===== config.mk =====
export PLATFORM = sky130hd
export DESIGN_NAME = uart_rx_flat
export DESIGN_NICKNAME = d
export VERILOG_FILES = /design/src/rtl/uart_rx_pkg.sv /design/src/rtl/uart_rx_if.sv /design/src/rtl/uart_rx_sampler.sv /design/src/rtl/uart_rx.sv /design/src/flat_wrapper.sv
export SDC_FILE = /design/constraint.sdc
export NUM_CORES = 1
export LEC_CHECK = 0
export ABC_CLOCK_PERIOD_IN_PS = 1500
export BUFFER_PORTS_ARGS = -buffer_cell sky130_fd_sc_hd__buf_2
export CORE_UTILIZATION = 50
export CTS_BUF_LIST = sky130_fd_sc_hd__clkbuf_2 sky130_fd_sc_hd__clkbuf_4 sky130_fd_sc_hd__clkbuf_8
export DETAILED_ROUTE_END_ITERATION = 8
export PLACE_DENSITY = 0.72
export SLEW_MARGIN = 10
export SYNTH_ARGS = -nofsm -noshare
export SYNTH_HDL_FRONTEND = slang
export SYNTH_SLANG_ARGS = --single-unit

===== constraint.sdc =====
create_clock -name CLK -period 1.5 [get_ports CLK]
set_input_delay 0.3 -clock CLK [delete_from_list [all_inputs] [get_ports CLK]]
set_output_delay 0.3 -clock CLK [all_outputs]
set_load 0.1 [all_outputs]

===== src/rtl/uart_rx_pkg.sv =====
// Shared UART receive constants, FSM state type and small bit-level helpers.
package uart_rx_pkg;

    localparam int DATA_WIDTH = 8;
    localparam int PRESCALE_W = 6;
    localparam int BIT_CNT_W  = $clog2(DATA_WIDTH);

    localparam logic PAR_EVEN = 1'b0;
    localparam logic PAR_ODD  = 1'b1;

    typedef enum logic [2:0] {
        IDLE   = 3'd0,
        START  = 3'd1,
        DATA   = 3'd2,
        PARITY = 3'd3,
        STOP   = 3'd4
    } rx_state_t;

    // Only 16 and 32 are honoured; every other ratio falls back to 8.
    function automatic logic [PRESCALE_W-1:0] legal_prescale(input logic [PRESCALE_W-1:0] p);
        case (p)
            PRESCALE_W'(16): return PRESCALE_W'(16);
            PRESCALE_W'(32): return PRESCALE_W'(32);
            default:         return PRESCALE_W'(8);
        endcase
    endfunction

    function automatic logic majority3(input logic [2:0] s);
        return (s[0] & s[1]) | (s[0] & s[2]) | (s[1] & s[2]);
    endfunction

endpackage


===== src/rtl/uart_rx_if.sv =====
// Serial line, frame configuration and received-data outputs of the UART receiver.
interface uart_rx_if;
    import uart_rx_pkg::*;

    logic                  RX_IN;
    logic [PRESCALE_W-1:0] Prescale;
    logic                  PAR_EN;
    logic                  PAR_TYP;
    logic [DATA_WIDTH-1:0] P_DATA;
    logic                  Data_Valid;
    logic                  par_err;
    logic                  stp_err;

    modport master (
        output RX_IN, Prescale, PAR_EN, PAR_TYP,
        input  P_DATA, Data_Valid, par_err, stp_err
    );

    modport slave (
        input  RX_IN, Prescale, PAR_EN, PAR_TYP,
        output P_DATA, Data_Valid, par_err, stp_err
    );

endinterface


===== src/rtl/uart_rx_sampler.sv =====
// Per-bit edge counter with 3-sample mid-bit majority vote and an end-of-bit pulse.
module uart_rx_sampler
    import uart_rx_pkg::*;
(
    input  logic                  CLK,
    input  logic                  RST,
    input  logic                  rx_i,
    input  logic                  start_i,
    input  logic                  run_i,
    input  logic [PRESCALE_W-1:0] prescale_i,
    output logic                  bit_val_o,
    output logic                  bit_done_o
);

    logic [PRESCALE_W-1:0] edge_cnt_q, edge_cnt_d;
    logic [PRESCALE_W-1:0] half, last;
    logic [2:0]            samples_q;
    logic                  bit_val_q;
    logic                  bit_done_q;

    assign half = prescale_i >> 1;
    assign last = prescale_i - PRESCALE_W'(1);

    // Next edge count; the start-detect cycle is edge 0, so the following cycle is edge 1.
    always_comb begin
        edge_cnt_d = '0;
        if (start_i) begin
            edge_cnt_d = PRESCALE_W'(1);
        end else if (run_i) begin
            if (edge_cnt_q == last) begin
                edge_cnt_d = '0;
            end else begin
                edge_cnt_d = edge_cnt_q + PRESCALE_W'(1);
            end
        end else begin
            edge_cnt_d = '0;
        end
    end

    // Counter, sample capture, vote and a bit_done registered one cycle ahead of edge P-1.
    always_ff @(posedge CLK) begin
        if (!RST) begin
            edge_cnt_q <= '0;
            samples_q  <= 3'b000;
            bit_val_q  <= 1'b0;
            bit_done_q <= 1'b0;
        end else begin
            edge_cnt_q <= edge_cnt_d;
            bit_done_q <= run_i && (edge_cnt_d == last);
            if (run_i) begin
                if (edge_cnt_q == half - PRESCALE_W'(1)) begin
                    samples_q[0] <= rx_i;
                end else if (edge_cnt_q == half) begin
                    samples_q[1] <= rx_i;
                end else if (edge_cnt_q == half + PRESCALE_W'(1)) begin
                    samples_q[2] <= rx_i;
                end else if (edge_cnt_q == half + PRESCALE_W'(2)) begin
                    bit_val_q <= majority3(samples_q);
                end
            end
        end
    end

    assign bit_val_o  = bit_val_q;
    assign bit_done_o = bit_done_q;

endmodule


===== src/rtl/uart_rx.sv =====
// UART receiver: frame FSM, LSB-first deserializer, parity/stop checks and result strobes.
module uart_rx
    import uart_rx_pkg::*;
(
    input  logic     CLK,
    input  logic     RST,
    uart_rx_if.slave bus
);

    rx_state_t             state_q;
    logic [BIT_CNT_W-1:0]  bit_cnt_q;
    logic [DATA_WIDTH-1:0] shift_q;
    logic                  par_bad_q;
    logic [PRESCALE_W-1:0] cfg_p_q;
    logic                  cfg_par_en_q;
    logic                  cfg_par_typ_q;
    logic [DATA_WIDTH-1:0] p_data_q;
    logic                  data_valid_q;
    logic                  par_err_q;
    logic                  stp_err_q;

    logic detect;
    logic run;
    logic bit_val;
    logic bit_done;

    assign detect = (state_q == IDLE) && !bus.RX_IN;
    assign run    = (state_q != IDLE);

    uart_rx_sampler u_sampler (
        .CLK        (CLK),
        .RST        (RST),
        .rx_i       (bus.RX_IN),
        .start_i    (detect),
        .run_i      (run),
        .prescale_i (cfg_p_q),
        .bit_val_o  (bit_val),
        .bit_done_o (bit_done)
    );

    // Frame FSM; strobes default low so each lasts exactly one cycle.
    always_ff @(posedge CLK) begin
        if (!RST) begin
            state_q       <= IDLE;
            bit_cnt_q     <= '0;
            shift_q       <= '0;
            par_bad_q     <= 1'b0;
            cfg_p_q       <= PRESCALE_W'(8);
            cfg_par_en_q  <= 1'b0;
            cfg_par_typ_q <= 1'b0;
            p_data_q      <= '0;
            data_valid_q  <= 1'b0;
            par_err_q     <= 1'b0;
            stp_err_q     <= 1'b0;
        end else begin
            data_valid_q <= 1'b0;
            par_err_q    <= 1'b0;
            stp_err_q    <= 1'b0;
            case (state_q)
                IDLE: begin
                    if (detect) begin
                        cfg_p_q       <= legal_prescale(bus.Prescale);
                        cfg_par_en_q  <= bus.PAR_EN;
                        cfg_par_typ_q <= bus.PAR_TYP;
                        bit_cnt_q     <= '0;
                        par_bad_q     <= 1'b0;
                        state_q       <= START;
                    end
                end
                START: begin
                    if (bit_done) begin
                        state_q <= bit_val ? IDLE : DATA;
                    end
                end
                DATA: begin
                    if (bit_done) begin
                        shift_q[bit_cnt_q] <= bit_val;
                        if (bit_cnt_q == BIT_CNT_W'(DATA_WIDTH - 1)) begin
                            bit_cnt_q <= '0;
                            state_q   <= cfg_par_en_q ? PARITY : STOP;
                        end else begin
                            bit_cnt_q <= bit_cnt_q + BIT_CNT_W'(1);
                        end
                    end
                end
                PARITY: begin
                    if (bit_done) begin
                        par_bad_q <= bit_val != ((^shift_q) ^ (cfg_par_typ_q == PAR_ODD));
                        state_q   <= STOP;
                    end
                end
                STOP: begin
                    if (bit_done) begin
                        stp_err_q <= !bit_val;
                        par_err_q <= par_bad_q;
                        if (bit_val && !par_bad_q) begin
                            data_valid_q <= 1'b1;
                            p_data_q     <= shift_q;
                        end
                        state_q <= IDLE;
                    end
                end
                default: begin
                    state_q <= IDLE;
                end
            endcase
        end
    end

    assign bus.P_DATA     = p_data_q;
    assign bus.Data_Valid = data_valid_q;
    assign bus.par_err    = par_err_q;
    assign bus.stp_err    = stp_err_q;

endmodule


===== src/flat_wrapper.sv =====
// flat-port wrapper written by rule: the top's interface ports become plain ports
module uart_rx_flat import uart_rx_pkg::*;
  (CLK, RST, bus_RX_IN, bus_Prescale, bus_PAR_EN, bus_PAR_TYP, bus_P_DATA, bus_Data_Valid, bus_par_err, bus_stp_err);
  uart_rx_if bus_i ();
  input  logic CLK;
  input  logic RST;
  input wire logic [$bits(bus_i.RX_IN)-1:0] bus_RX_IN;
  input wire logic [$bits(bus_i.Prescale)-1:0] bus_Prescale;
  input wire logic [$bits(bus_i.PAR_EN)-1:0] bus_PAR_EN;
  input wire logic [$bits(bus_i.PAR_TYP)-1:0] bus_PAR_TYP;
  output wire logic [$bits(bus_i.P_DATA)-1:0] bus_P_DATA;
  output wire logic [$bits(bus_i.Data_Valid)-1:0] bus_Data_Valid;
  output wire logic [$bits(bus_i.par_err)-1:0] bus_par_err;
  output wire logic [$bits(bus_i.stp_err)-1:0] bus_stp_err;
  assign bus_i.RX_IN = bus_RX_IN;
  assign bus_i.Prescale = bus_Prescale;
  assign bus_i.PAR_EN = bus_PAR_EN;
  assign bus_i.PAR_TYP = bus_PAR_TYP;
  assign bus_P_DATA = bus_i.P_DATA;
  assign bus_Data_Valid = bus_i.Data_Valid;
  assign bus_par_err = bus_i.par_err;
  assign bus_stp_err = bus_i.stp_err;
  uart_rx u_core (.CLK(CLK), .RST(RST), .bus(bus_i));
endmodule

==> results of run 1 <==
[cell families (layout without fill, tap and decap cells)]
kind of cell             Yosys count  count (layout)  synth area share
AND/OR/NAND/NOR                  100             100             0.280
flip-flops                        42              42             0.371
AO/OA/AOI/OAI                     30              30            0.0862
XOR/XNOR                          21              21            0.0812
buffers and inverters             21              80            0.0547
multiplexers                      19              19            0.0840
adder cells (fa/ha/maj)            8               8            0.0431
[layout make-up]
cell class / count / area (um2)
multi-input cells: 178 / 1570
fillers: 319 / 1260
flip-flops and latches: 42 / 863
repair buffers: 65 / 478
clock buffers: 6 / 76.3
well taps: 52 / 65.1
inverters: 7 / 26.3
clock inverters: 2 / 13.8
[registers in the layout, summed over array words and instances, names as in the netlist]
name	flops
u_core.bus.P_DATA	8
u_core.cfg_p_q	3
u_core.cfg_par_typ_q	1
u_core.bus.Data_Valid	1
u_core.state_q	3
u_core.cfg_par_en_q	1
u_core.bus.par_err	1
u_core.u_sampler.bit_done_o	1
u_core.shift_q	8
u_core.u_sampler.edge_cnt_q	6
u_core.bus.stp_err	1
u_core.bit_cnt_q	3
u_core.u_sampler.samples_q	3
u_core.u_sampler.bit_val_o	1
u_core.par_bad_q	1
[worst register-to-register path, cell delays in order (launching register included)]
cell      delay [ns]
dfxtp_2         0.34
inv_2           0.05
ha_4            0.28
xor2_2          0.17
nand3_2         0.13
a21boi_1        0.21
o31ai_2         0.10
nor4_4          0.28
[synth_stat cells, drive strengths merged, types with 2 or more instances]
| cell | number |
|---|---|
| nor4b | 3 |
| a21oi | 4 |
| nor3 | 10 |
| a22oi | 3 |
| xnor2 | 15 |
| o21ai | 9 |
| inv | 7 |
| buf | 10 |
| or3 | 3 |
| and2 | 2 |
| a21boi | 4 |
| mux2i | 19 |
| nand4b | 2 |
| dfxtp | 42 |
| nand2 | 16 |
| o211ai | 2 |
| xor2 | 6 |
| nand3 | 4 |
| nor2b | 24 |
| nor2 | 16 |
| nor4 | 2 |
| nand2b | 2 |
| ha | 7 |
| nor3b | 7 |
| clkbuf | 4 |
| nand4 | 3 |
[per-layer routing]
| metal | vias up | track usage | part of all wire |
|---|---|---|---|
| li1 | 947 | - | - |
| met1 | 885 | 0.277 | 0.46 |
| met2 | 45 | 0.362 | 0.48 |
| met3 | 11 | 0.0538 | 0.045 |
| met4 | 0 | 0.0816 | 0.017 |
| met5 | - | 0 | 0 |
[power breakdown]
| group | switching, W | internal [W] | total [W] |
|---|---|---|---|
| clock | 0.000394 | 0.000347 | 0.000741 |
| combinational | 0.000576 | 0.000651 | 0.00123 |
| sequential | 0.0000722 | 0.00118 | 0.00125 |
| total | 0.00104 | 0.00218 | 0.00322 |
[placed cells by master (no fill, tap or decap), types with 3 or more instances in the layout]
cell type and count:
nor3_1 5, buf_4 35, mux2i_1 19, xor2_1 4, o21ai_0 3, dfxtp_4 3
nor2b_1 24, ha_1 4, clkbuf_8 5, a21boi_1 3, buf_2 21, dfxtp_2 9
nand2_1 13, a22oi_2 3, nor3b_2 3, xnor2_1 12, buf_6 8, a21oi_1 3
xnor2_2 3, nor3_2 5, inv_1 5, o21ai_1 4, ha_4 3, dfxtp_1 30
nor2_1 11
[worst paths after layout]
| check | to | from | cells past startpoint | slack (ns) |
|---|---|---|---|---|
| max | u_core.u_sampler.bit_done_o | u_core.cfg_p_q[4] | 7 | -0.13 |
| min | u_core.cfg_par_typ_q | bus_PAR_TYP | 3 | 0.25 |
| max reg2reg | u_core.u_sampler.bit_done_o | u_core.cfg_p_q[4] | 7 | -0.13 |
| min reg2reg | u_core.bus.par_err | u_core.par_bad_q | 2 | 0.45 |
[metrics by stage]
step                cell area [um2]  setup TNS [ns]  utilization  instances
finish                         3090          -0.398        0.710        352
detailed placement             2630          -0.864        0.605        334
global route                   3090           -1.37        0.710        352
floorplan                      2310         -0.0161            -        241
CTS                            2900          -0.176        0.666        352
global placement               2630          -0.322        0.605        334
[timing repair]
action / 4_1_cts / 5_1_grt
buffers inserted: 10 / 1
resized for setup: 24 / 50
pin swaps: 16 / 24
setup endpoints to repair: 25 / 35
==> run summary, run 1 <==
worst setup margin = -0.135 ns
TritonRoute pass-1 iters = 4
slowest cell delay on critical path = 0.34 ns
placer congestion estimate = 0.822
Routed WL = 5310 um
initial drt markers = 78
GR Util All Layers = 0.220
Total Power = 0.00322 W
# DRC = 0
Setup CP Type = flop to flop
failing checks = setup timing
ranking of synthesized cells by area = dfxtp_1, mux2i_1, nor2b_1
maximum VDD drop = 624 uV
CTS Sinks = 42
startpoint types = flop
chip width = 69.3 um
max-cap check violation count = 0
Max Clk Rate = 612 MHz
Worst-Margin Slew = 0.535 ns
Primary FF master, synth = dfxtp_1
worst-path fanout max = 3
largest net degree at the start of global routing = 24
CP max stage cell = dfxtp_2
vias in the first global route = 1847
CORE AREA = 0.00435 mm2
area delta synth->final = 36.5%
Routed WL per cell = 15.1 um
layout cells sized above 1 = 0.447
unrepaired setup endpoints after global routing = true
CTS tree = done
via count = 1888
num ports = 22
DIE AREA = 0.00480 mm2
NumNets Final = 317
Hold Vio Cnt, Final = 0
initial antenna violation count = 0
endpoints failing setup = 10
pwr dens = 1040 mW/mm2
Max Root-Sink Buffers = 2
hold_buf cts = 0
Initial Util = 0.520
Post-synth ARST share = 0
Clk Latency, worst-skew pair = 0.30 ns
Slew Limit Headroom = 0.640
Final min period = 1.63 ns
#FFs+latches synth = 42
Clock transition at path regs = 0.08 ns
crit-path leading delay family = simple AND/OR/NAND/NOR gates
leakage power = 1.23 nW
post-synthesis area per instance = 9.40 um2
Syn Inst Count = 241
post-synth top area share = 0.371
pre-CTS WS = -0.139 ns
vias per inst = 5.36
CP Capture Type = flop
TritonCTS Buffers = 5
sequential area share after synthesis = 0.371
outcome = complete, but fails checks
Final Cycle Share = 1.09
Worst EP required = 1.71 ns
PortBufs = 21
Distinct cells, synth = 53
Worst Hold Class = primary input to flop
critical path, cell by cell = inv_2 > ha_4 > xor2_2 > nand3_2 > a21boi_1 > o31ai_2 > nor4_4
EDFF count, synth = 0
root buf cell = clkbuf_8
first-pass GRT wire length = 8470 um
mapped cell area = 0.00226 mm2
post-route ant nets = 0
Arr. time, crit path = 1.84 ns
Yosys Warn Count = 0
CP Buf/Inv Count = 1
hold slack = 0.246 ns
num rows = 24
die height = 69.3 um
syn_nets = 259
dominant cell type by area after synthesis = dfxtp_1
# H-tree levels = 2
Antenna diodes = 0
Slew Limit Fails = 0
total global routing overflow = 0
Post-DP HPWL = 3360 um
Clock Skews = 0.00325 ns
Note: power is estimated with default switching activity, not from simulation.
==> run 2: changes to the inputs <==
Settings changed: CORE_UTILIZATION 50 to 40, PLACE_DENSITY 0.72 to 0.6.
==> run 2 against run 1 <==
  * The flow still finishes with violations (setup timing)
  * Via count down 6.6%
  * Worst hold slack about the same
  * Die area up 24%
  * Cell area down 4.7%
  * Setup slack better by 0.082 ns
  * Core utilization down 17 points
  * Sequential cell count unchanged
  * Combinational power down 19%
  * Non-clock buffer count down 3
  * Fmax up 5.3%
  * Count of clock-buffer cells in the layout down 1
  * Critical endpoint is now u_core.u_sampler.edge_cnt_q[3]
==> run summary, run 2 (synthesized netlist as in run 1, its figures left out) <==
CTS Sinks = 42 (unchanged)
Crit. path cell count = 8 (+1)
Setup TNS Final = -0.155 ns (+0.243 ns)
Hold Crit Endpoint = u_core.cfg_par_typ_q
total global routing overflow = 0 (unchanged)
DIE AREA = 0.00597 mm2 (+24%)
worst-path fanout max = 4 (+1)
Clock transition at path regs = 0.08 ns (about the same)
Routed WL per cell = 12.9 um (-14%)
max-cap check violation count = 0 (unchanged)
GR Util All Layers = 0.173 (-0.0466)
Final Cycle Share = 1.04 (-0.0546)
Clk Latency, worst-skew pair = 0.30 ns (about the same)
Antenna diodes = 0 (unchanged)
Slew Limit Fails = 0 (unchanged)
num rows = 27 (+13%)
final instance area = 0.00295 mm2 (-4.7%)
CP Capture Type = flop
via count = 1764 (-6.6%)
Placed Area = 0.00269 mm2 (+2.1%)
unrepaired setup endpoints after global routing = true
pwr dens = 1060 mW/mm2 (+2.2%)
Max Used Layer = met4
area delta synth->final = 30.2%
leading cell types in the layout, fill and taps excluded = buf_4, dfxtp_1, nor2b_1
vias per inst = 4.78 (-11%)
first-pass GRT wire length = 8130 um (-4.0%)
initial drt markers = 80 (+2.6%)
Clock Skews = 0.00867 ns (+0.00542 ns)
FF-to-FF path depth = 8 (+1)
critical path, cell by cell = inv_2 > ha_4 > xor2_2 > or2_2 > a21o_1 > nand3_2 > buf_4 > nor2_1
Post-DP HPWL = 3450 um (+2.6%)
CORE AREA = 0.00547 mm2 (+26%)
Crit Reg-Reg Endpoint = u_core.u_sampler.edge_cnt_q[3]
Max Clk Rate = 644 MHz (+5.3%)
fillers = 516 (+62%)
Worst EP required = 1.69 ns (-0.02 ns)
routed wl met2 = 2030 um (-20%)
chip width = 77.2 um (+11%)
# DRC = 0 (unchanged)
post-route ant nets = 0 (unchanged)
placer congestion estimate = 0.775 (-5.8%)
root buf cell = clkbuf_8
NumNets Final = 314 (-0.95%)
layout cells sized above 1 = 0.380 (-0.0662)
Worst-Margin Slew = 0.485 ns (-0.0502 ns)
Final min period = 1.55 ns (-0.0819 ns)
Setup CP Type = flop to flop
Arr. time, crit path = 1.75 ns (-0.09 ns)
leakage power = 1.17 nW (-5.3%)
vias in the first global route = 1740 (-5.8%)
Worst R2R Setup Slack = -0.05 ns (+0.08 ns)
startpoint types = flop
Hold Vio Cnt, Final = 0 (unchanged)
worst setup margin = -0.0530 ns (+0.0819 ns)
CP Buf/Inv Count = 2 (+1)
PortBufs = 21 (unchanged)
largest net degree at the start of global routing = 15 (-38%)
crit-path leading delay family = simple AND/OR/NAND/NOR gates
routed wl met3 = 138 um (-43%)
endpoints failing setup = 5 (-5)
Max Root-Sink Buffers = 2 (unchanged)
CP max stage cell = dfxtp_2
Routed WL = 4760 um (-10%)
TritonCTS Buffers = 5 (unchanged)
worst hold stages = 3 (unchanged)
slowest cell delay on critical path = 0.34 ns (about the same)
CTS tree = done
met1 wire length = 2520 um (+4.0%)
num ports = 22 (unchanged)
worst r2r src = u_core.cfg_p_q[4]
Worst Hold Class = primary input to flop
Initial Util = 0.414 (-0.106)
outcome = complete, but fails checks
# H-tree levels = 2 (unchanged)
TritonRoute pass-1 iters = 4 (unchanged)
hold slack = 0.246 ns (+0.0000990 ns)
failing checks = setup timing
commonest non-fill, non-tap cell in the layout = buf_4
HP Start = bus_PAR_TYP
initial antenna violation count = 0 (unchanged)
Slew Limit Headroom = 0.674 (+0.0338)
Util after Layout = 0.539 (-0.171)
die height = 77.2 um (+11%)
maximum VDD drop = 484 uV (-22%)
-- run 2: cell count changes in the layout (fill, tap and decap cells not counted), sizes merged --
cell    delta
inv        +1
clkbuf     -1
bufinv     +1
clkinv     -1
buf        -3
-- run 2: worst reg2reg max path, cell delays in order, from the launching register on --
cell,delay (ns)
dfxtp_2,0.34
inv_2,0.05
ha_4,0.16
xor2_2,0.16
or2_2,0.30
a21o_1,0.18
nand3_2,0.11
buf_4,0.12
nor2_1,0.03
-- run 2: repair_timing --
item,4_1_cts,5_1_grt
hold buffers,0,0
buffers inserted,2,1
pin swaps,6,6
cloned,0,0
gates resized for setup,12,21
endpoints found under the setup margin,12,33
-- run 2: cell type report --
class	count	area, um2	area share
clock inverters	3	43.8	0.0149
well taps	72	90.1	0.0306
inverters	7	26.3	0.00891
flip-flops and latches	42	856	0.290
repair buffers	62	420	0.143
clock buffers	5	68.8	0.0233
multi-input cells	178	1440	0.489
-- run 2: power breakdown --
part | internal [W] | switching [W] | total [W]
logic | 0.000532 | 0.000459 | 0.000991
registers | 0.00117 | 0.0000621 | 0.00123
clock network | 0.000499 | 0.000413 | 0.000912
-- run 2: routing by layer --
metal / vias up / GRT usage
met2: 29 / 0.257
li1: 941 / -
met3: 6 / 0.0369
met5: - / 0
met1: 788 / 0.246
met4: 0 / 0.0585
-- run 2: worst max-delay path by stage --
stage	startpoint	endpoint	slack, ns
finish	u_core.cfg_p_q[4]	u_core.u_sampler.edge_cnt_q[3]	-0.05
global route	u_core.cfg_p_q[4]	u_core.u_sampler.edge_cnt_q[3]	-0.15
CTS	u_core.cfg_p_q[3]	u_core.u_sampler.bit_done_o	-0.02
detailed placement	u_core.cfg_p_q[4]	u_core.u_sampler.bit_done_o	-0.09
global placement	u_core.state_q[2]	u_core.shift_q[4]	-0.06
floorplan	u_core.bit_cnt_q[1]	u_core.state_q[2]	-0.02
-- run 2: per-stage QoR --
step	std cells	power, W	setup slack (ns)
6_report	369	0.00314	-0.0530
5_1_grt	369	0.00331	-0.146
4_1_cts	368	0.00308	-0.0188
3_5_place_dp	358	0.00209	-0.0870
3_3_place_gp	358	0.00209	-0.0595
2_1_floorplan	241	0.00178	-0.0161
==> run 3: changes to the inputs <==
Settings changed: BUFFER_PORTS_ARGS -buffer_cell sky130_fd_sc_hd__buf_2 to not set, CORE_UTILIZATION 40 to 55, DONT_BUFFER_PORTS set to 1, PLACE_DENSITY 0.6 to 0.73.
==> run 3 against run 2 <==
  * The flow still finishes with violations (setup timing)
  * Cell area fell by 2.8%
  * Die area fell by 27%
  * Critical path depth fell by 3
  * Power fell by 2.2%
  * Count of clock-buffer cells in the layout did not move
  * Worst hold slack got worse by 0.17 ns
  * Fmax rose by 0.15%
  * Global-route usage rose by 6.3 points
  * Setup slack improved by 0.0023 ns
  * Register-to-register slack barely moved
  * Clock power fell by 3.3%
==> run summary, run 3 (synthesized netlist as in run 1, its figures left out) <==
via count = 1807 (+2.4%)
# H-tree levels = 2 (unchanged)
Slew Limit Fails = 0 (unchanged)
root buf cell = clkbuf_8
fillers = 259 (-50%)
startpoint types = flop
layout cells sized above 1 = 0.354 (-0.0269)
Clk Latency, worst-skew pair = 0.30 ns (about the same)
area delta synth->final = 26.5%
Final min period = 1.55 ns (-0.00227 ns)
TritonCTS Buffers = 5 (unchanged)
FF-to-FF path depth = 5 (-3)
num ports = 22 (unchanged)
initial antenna violation count = 0 (unchanged)
max-cap check violation count = 0 (unchanged)
Worst EP required = 1.69 ns (about the same)
initial drt markers = 70 (-13%)
worst-path fanout max = 6 (+2)
endpoints failing setup = 6 (+1)
leading cell types in the layout, fill and taps excluded = buf_4, dfxtp_1, nor2b_1
# DRC = 0 (unchanged)
placer congestion estimate = 0.827 (+6.7%)
Worst-Margin Slew = 0.563 ns (+0.0780 ns)
Hold Vio Cnt, Final = 0 (unchanged)
CTS tree = done
GR Util All Layers = 0.236 (+0.0629)
die height = 66.2 um (-14%)
Post-DP HPWL = 3170 um (-8.2%)
pre-CTS WS = -0.109 ns (-0.0216 ns)
unrepaired setup endpoints after global routing = true
PortBufs = 0 (-100%)
Clock Skews = 0.00677 ns (-0.00191 ns)
num rows = 22 (-19%)
Final Cycle Share = 1.03 (-0.00151)
Util after Layout = 0.754 (+0.216)
Routed WL = 4650 um (-2.3%)
Setup CP Type = flop to flop
Max Clk Rate = 645 MHz (+0.15%)
Max Root-Sink Buffers = 2 (unchanged)
DIE AREA = 0.00438 mm2 (-27%)
worst setup margin = -0.0507 ns (+0.00227 ns)
Placed Area = 0.00257 mm2 (-4.5%)
post-route ant nets = 0 (unchanged)
vias per inst = 5.51 (+15%)
CP Capture Type = flop
CORE AREA = 0.00380 mm2 (-31%)
commonest non-fill, non-tap cell in the layout = buf_4
leakage power = 1.10 nW (-5.4%)
Routed WL per cell = 14.2 um (+9.9%)
largest net degree at the start of global routing = 41 (+26)
hold slack = 0.0746 ns (-0.172 ns)
worst hold stages = 1 (-2)
Clock transition at path regs = 0.08 ns (about the same)
failing checks = setup timing
CTS Sinks = 42 (unchanged)
vias in the first global route = 1694 (-2.6%)
pwr dens = 1070 mW/mm2 (+0.66%)
Slew Limit Headroom = 0.622 (-0.0525)
Worst Hold Class = primary input to flop
final instance area = 0.00287 mm2 (-2.8%)
Initial Util = 0.596 (+0.182)
chip width = 66.2 um (-14%)
maximum VDD drop = 912 uV (+88%)
first-pass GRT wire length = 7740 um (-4.8%)
Antenna diodes = 0 (unchanged)
NumNets Final = 297 (-5.4%)
TritonRoute pass-1 iters = 4 (unchanged)
Arr. time, crit path = 1.74 ns (about the same)
total global routing overflow = 0 (unchanged)
outcome = complete, but fails checks
[run 3: changes by cell type in the layout (fill, tap and decap cells not counted), sizes merged]
cell    change
buf        -17
clkinv      +1
inv         -1
[run 3: metrics by stage]
| stage | setup TNS (ns) | cells | power [W] |
|---|---|---|---|
| after floorplan | -0.0161 | 241 | 0.00178 |
| after global placement | -0.119 | 315 | 0.00199 |
| after detailed placement | -0.458 | 315 | 0.00200 |
| after CTS | -0.170 | 324 | 0.00297 |
| after global routing | -1.17 | 328 | 0.00321 |
| final | -0.123 | 328 | 0.00307 |
[run 3: worst max-delay path, stage by stage, from the launching register on]
cell      delay (ns)
dfxtp_1         0.44
and4bb_4        0.33
nand2_1         0.16
nor3b_2         0.24
mux2i_1         0.22
nor2b_1         0.06
[run 3: area by class of cell]
cell class                 count  area, um2  area share
sequential                    42        861       0.300
multi-input combinational    178       1450       0.505
inverter                       7       26.3     0.00917
clock inverter                 3       40.0      0.0140
tap                           48       60.1      0.0210
clock buffer                   5       68.8      0.0240
timing repair buffer          45        362       0.126
[run 3: worst paths after layout]
kind | startpoint | slack [ns] | end
setup reg to reg | u_core.u_sampler.bit_done_o | -0.05 | u_core.shift_q[5]
hold reg to reg | u_core.par_bad_q | 0.46 | u_core.bus.par_err
setup / recovery | u_core.u_sampler.bit_done_o | -0.05 | u_core.shift_q[5]
hold / removal | RST | 0.07 | u_core.cfg_p_q[3]
[run 3: layer usage]
metal,vias to the layer above,track usage,wire (um),part of all wire
li1,910,-,-,-
met1,851,0.310,2210,0.48
met2,38,0.386,2200,0.47
met3,8,0.0431,165,0.035
met4,0,0.0798,65,0.014
met5,-,0,0,0
[run 3: report_power, final]
group | internal [W] | total [W] | switching [W]
sequential | 0.00117 | 0.00124 | 0.0000667
combinational | 0.000497 | 0.000945 | 0.000449
clock | 0.000490 | 0.000882 | 0.000392
[run 3: repair_timing]
item                       4_1_cts  5_1_grt
pin swaps                       11       19
gates cloned                     0        0
hold endpoints to repair         0        0
setup buffers                    1        4
hold buffers                     0        0
gates resized for setup         11       29
setup endpoints to repair       21       35
